$ cat src/rtl/sub_serial.sv
// Bit-serial unsigned subtractor: one difference bit per clock, LSB first.
// Optional input descrambling is enabled by defining SUB_SERIAL_DESCRAMBLE_EN (WIDTH=8 only).
module sub_serial #(
    parameter int unsigned WIDTH = 8
) (
    input  logic             clk,
    input  logic             rst,
    input  logic             en,
    input  logic [WIDTH-1:0] a,
    input  logic [WIDTH-1:0] b,
    output logic [WIDTH-1:0] out,
    output logic             borrow,
    output logic             busy,
    output logic             done
);

    localparam int unsigned CW = (WIDTH > 1) ? $clog2(WIDTH) : 1;

    typedef enum logic [1:0] {
        IDLE = 2'd0,
        SUB  = 2'd1,
        DONE = 2'd2,
        BAD  = 2'd3
    } state_t;

    state_t           state, state_nxt;
    logic [WIDTH-1:0] a_reg, b_reg, a_nxt, b_nxt, out_nxt;
    logic [WIDTH-1:0] a_cap, b_cap;
    logic [CW-1:0]    count, count_nxt;
    logic             borrow_nxt, busy_nxt, done_nxt;
    logic             run_q;
    logic             diff;

`ifdef SUB_SERIAL_DESCRAMBLE_EN
    localparam logic [WIDTH-1:0] A_MASK = WIDTH'(8'hE8);
    localparam logic [WIDTH-1:0] B_MASK = WIDTH'(8'hCC);
    assign a_cap = a ^ A_MASK;
    assign b_cap = b ^ B_MASK;
`else
    assign a_cap = a;
    assign b_cap = b;
`endif

    // Low for the first edge after reset release, so that edge is always an IDLE cycle.
    always_ff @(posedge clk or negedge rst) begin
        if (!rst) run_q <= 1'b0;
        else      run_q <= 1'b1;
    end

    always_ff @(posedge clk or negedge rst) begin
        if (!rst) begin
            state  <= IDLE;
            a_reg  <= '0;
            b_reg  <= '0;
            out    <= '0;
            borrow <= 1'b0;
            count  <= '0;
            busy   <= 1'b0;
            done   <= 1'b0;
        end else begin
            state  <= state_nxt;
            a_reg  <= a_nxt;
            b_reg  <= b_nxt;
            out    <= out_nxt;
            borrow <= borrow_nxt;
            count  <= count_nxt;
            busy   <= busy_nxt;
            done   <= done_nxt;
        end
    end

    always_comb begin
        state_nxt  = state;
        a_nxt      = a_reg;
        b_nxt      = b_reg;
        out_nxt    = out;
        borrow_nxt = borrow;
        count_nxt  = count;
        diff       = a_reg[0] ^ b_reg[0] ^ borrow;

        case (state)
            IDLE, DONE: begin
                if (en && run_q) begin
                    a_nxt      = a_cap;
                    b_nxt      = b_cap;
                    out_nxt    = '0;
                    borrow_nxt = 1'b0;
                    count_nxt  = '0;
                    state_nxt  = SUB;
                end
            end
            SUB: begin
                out_nxt    = {diff, out[WIDTH-1:1]};
                borrow_nxt = (~a_reg[0] & b_reg[0]) | (~(a_reg[0] ^ b_reg[0]) & borrow);
                a_nxt      = a_reg >> 1;
                b_nxt      = b_reg >> 1;
                // Counter stops at its last value instead of wrapping on the final bit.
                if (count == CW'(WIDTH - 1)) state_nxt = DONE;
                else                         count_nxt = count + CW'(1);
            end
            default: state_nxt = IDLE;
        endcase

        busy_nxt = (state_nxt == SUB);
        done_nxt = (state_nxt == DONE);
    end

endmodule

$ cat config.mk
export PLATFORM = sky130hd
export DESIGN_NAME = sub_serial
export DESIGN_NICKNAME = d
export VERILOG_FILES = /design/src/rtl/sub_serial.sv
export SDC_FILE = /design/constraint.sdc
export NUM_CORES = 1
export LEC_CHECK = 0
export CAP_MARGIN = 20
export CORE_UTILIZATION = 35
export CTS_CLUSTER_SIZE = 20
export DETAILED_ROUTE_END_ITERATION = 16
export SETUP_SLACK_MARGIN = 0.4
export SYNTH_ARGS = -nofsm -noshare
export SYNTH_HDL_FRONTEND = slang
export SYNTH_SLANG_ARGS = --single-unit
export TNS_END_PERCENT = 50
$ cat constraint.sdc
create_clock -name clk -period 3.08 [get_ports clk]
set_input_delay 0.462 -clock clk [delete_from_list [all_inputs] [get_ports clk]]
set_output_delay 0.462 -clock clk [all_outputs]
set_load 0.01 [all_outputs]
==> impl_metrics.env <==
export IMPL_status="finished, violations left"
export IMPL_failed_checks="design-rule violations"
export IMPL_areaGrowthSynthToFinish_pct=23.46
export IMPL_worst_path_max_fanout=19
export IMPL_synth_cells=152
export IMPL_start_kind="input pin"
export IMPL_dieArea_sq_mm=0.005035
export IMPL_cp_top_family="buffers and inverters"
export IMPL_clkPwrFrac=0.174
export IMPL_clk_latency_ps=290
export IMPL_syn_area_sq_mm=0.001664
export IMPL_synth_distinct_cells=32
export IMPL_ir_worst_vdd_mv=0.2441
export IMPL_tns_ps=0
export IMPL_nNetsFinal=201
export IMPL_grt_max_degree=34
export IMPL_drv_cap=0
export IMPL_viasPerCell=5.385
export IMPL_worst_slack_ps=1167
export IMPL_clockBufferDepth=2
export IMPL_setup_viol=0
export IMPL_min_period_over_period=0.6211
export IMPL_cts_tree="yes"
export IMPL_relSlewSlack=0.5385
export IMPL_stdcell_count=231
export IMPL_min_path_type="reg -> reg"
export IMPL_yosysSeqAreaShare=0.4962
export IMPL_required_ps=3210
export IMPL_grt_antenna_before_repair=0
export IMPL_combinationalPowerShare=0.394
export IMPL_critical_path_buf_inv_count=1
export IMPL_synth_fp_nets=174
export IMPL_cts_hold_fix_buffers=0
export IMPL_tightest_slew_ps=692.2
export IMPL_crit_slowest_cell="clkdlybuf4s50_1"
export IMPL_rsz0062_at_grt="false"
export IMPL_gr_usage_all_layers=0.1538
export IMPL_swShare=0.3677
export IMPL_drt_initial_drc_count=29
export IMPL_rows=24
export IMPL_post_cts_buffers=0
export IMPL_post_cts_resized=0
export IMPL_die_y_um=70.96
export IMPL_ioPinCount=30
export IMPL_power_density_mw_per_mm2=916.9
export IMPL_fmaxAchievable_ghz=0.5228
export IMPL_clk_pin_slew_worst_paths_ps=60
export IMPL_antenna_cells=0
export IMPL_initial_core_util=0.3719
export IMPL_worstPathCellList="clkdlybuf4s50_1 -> nand2_2 -> a211oi_1 -> a21oi_1"
export IMPL_antenna_left=0
export IMPL_synth_area_per_cell_sq_um=10.95
export IMPL_dr_pass1_iters=12
export IMPL_die_w_um=70.96
export IMPL_gp_congestion=0.7596
export IMPL_wirelength_um=3467
export IMPL_p_leak_uw=0.0008721
export IMPL_grt_ovfl_total=0
export IMPL_slowest_delay_ps=780
export IMPL_p_sw_uw=692.5
export IMPL_final_core_util=0.4592
export IMPL_hold_viol=0
export IMPL_cts_root_buffer="clkbuf_8"
export IMPL_clock_skew_ps=8.881
export IMPL_grt_pass1_wl_um=5865
export IMPL_port_buffers=29
export IMPL_cp_arrival_ps=2040
export IMPL_finalMaxSlewViolations=0
export IMPL_cts_htree_levels=2
export IMPL_wl_per_cell_um=15.01
export IMPL_yosysWarnings=0
export IMPL_drc=3
export IMPL_dp_hpwl_um=2358
export IMPL_p_int_uw=1191
export IMPL_yosys_register_bits=33
export IMPL_drive_gt1_frac=0.1173
export IMPL_vias=1244
export IMPL_worst_setup_path_end_kind="register"
export IMPL_finalPower_uw=1884
export IMPL_path_class="in -> reg"
export IMPL_core_sq_mm=0.004474
export IMPL_dp_cells=224
export IMPL_cts_made_buffers=5
export IMPL_clock_sinks=33
export IMPL_seqPwrFrac=0.432
export IMPL_fin_crit_ps=1913
export IMPL_post_place_ws_ps=833.8
export IMPL_grt_pass1_vias=1318
==> power groups by stage <==
stage          registers [uW]  logic (uW)  clock network, uW
6_report                  814         742                328
5_1_grt                   838         830                363
4_1_cts                   812         751                338
3_5_place_dp              817         752                  0
3_3_place_gp              801         703                  0
2_1_floorplan             765         545                  0
==> layout by cell type (no fill, tap or decap), drive strengths merged <==
| cell | netlist | final |
|---|---|---|
| dfrtp | 33 | 33 |
| clkdlybuf4s50 | 0 | 29 |
| buf | 9 | 3 |
| nor2 | 3 | 3 |
| o21a | 1 | 1 |
| a21oi | 16 | 16 |
| nand3 | 5 | 5 |
| and3 | 13 | 13 |
| a221oi | 1 | 1 |
| o211ai | 2 | 2 |
| conb | 1 | 1 |
| mux2 | 2 | 2 |
| fa | 1 | 1 |
| nand2b | 2 | 2 |
| clkbuf | 3 | 7 |
| a21o | 1 | 1 |
| mux2i | 15 | 15 |
| nor3 | 1 | 1 |
| o21ai | 7 | 7 |
| a211oi | 13 | 13 |
| nand2 | 12 | 12 |
| a22o | 6 | 6 |
| nor2b | 1 | 1 |
| inv | 2 | 2 |
| ha | 2 | 2 |
==> cells in the mapped netlist <==
library cell	number	share of area
nand2_1	11	0.025
clkbuf_1	1	0.0023
nand2b_1	2	0.0075
a21o_1	1	0.0045
o21ai_1	1	0.0030
a211oi_1	7	0.032
buf_2	6	0.018
a21oi_1	15	0.045
a221oi_2	1	0.0090
and3_1	13	0.049
nor2_2	1	0.0038
nor2b_1	1	0.0038
fa_1	1	0.012
conb_1	1	0.0023
o211ai_1	2	0.0090
nor2_1	2	0.0045
a22o_1	6	0.032
clkbuf_2	2	0.0060
inv_1	2	0.0045
nor3_1	1	0.0030
ha_1	2	0.015
a21oi_2	1	0.0053
dfrtp_1	33	0.50
a211oi_2	6	0.045
o21ai_0	6	0.018
buf_6	2	0.014
buf_4	1	0.0045
nand3_1	5	0.015
o21a_1	1	0.0045
mux2_2	2	0.014
nand2_2	1	0.0038
mux2i_1	15	0.090
==> per-stage QoR <==
stage / hold slack (ps) / instance area (sq um)
floorplan: 166.4 / 1664
detailed placement: 492.6 / 1968
global route: 520.7 / 2054
global placement: 461.9 / 1968
CTS: 501.0 / 2054
finish: 497.0 / 2054
==> cell type report <==
| cell class | instances | area (sq um) |
|---|---|---|
| clock buffer | 7 | 86.33 |
| fill | 412 | 2420 |
| inverter | 2 | 7.507 |
| multi-input combinational | 105 | 757.0 |
| sequential | 33 | 825.8 |
| tap | 52 | 65.06 |
| timing repair buffer | 32 | 312.8 |
==> routing by layer <==
metal	routed length [um]	GRT usage	vias up	part of all wire
met5	0	0	-	0
met4	66	0.07556	0	0.019
met3	123	0.04274	7	0.035
met2	1645	0.2575	28	0.47
met1	1631	0.1826	604	0.47
li1	-	-	605	-
==> worst paths after layout <==
path	from	to	slack [ps]	cells past startpoint
worst max-delay path	en	b_reg[6]$_DFFE_PN0P_	1170	4
min in group asynchronous	rst	a_reg[4]$_DFFE_PN0P_	590	2
worst min-delay path	count[0]$_DFFE_PN0P_	count[0]$_DFFE_PN0P_	500	1
worst max register to register	state[0]$_DFF_PN0_	out[5]$_DFFE_PN0P_	1330	3
worst min register to register	count[0]$_DFFE_PN0P_	count[0]$_DFFE_PN0P_	500	1
max in group asynchronous	rst	count[1]$_DFFE_PN0P_	2180	2
==> kinds of logic after synthesis <==
| family | after synthesis | share of synthesized area |
|---|---|---|
| AO/OA/AOI/OAI | 47 | 0.2068 |
| adder cells (fa/ha/maj) | 3 | 0.02707 |
| buffers and inverters | 14 | 0.04887 |
| flip-flops | 33 | 0.4962 |
| multiplexers | 17 | 0.1038 |
| other | 1 | 0.002253 |
| AND/OR/NAND/NOR | 37 | 0.1150 |
No activity file was read; power rests on OpenSTA's default activity.
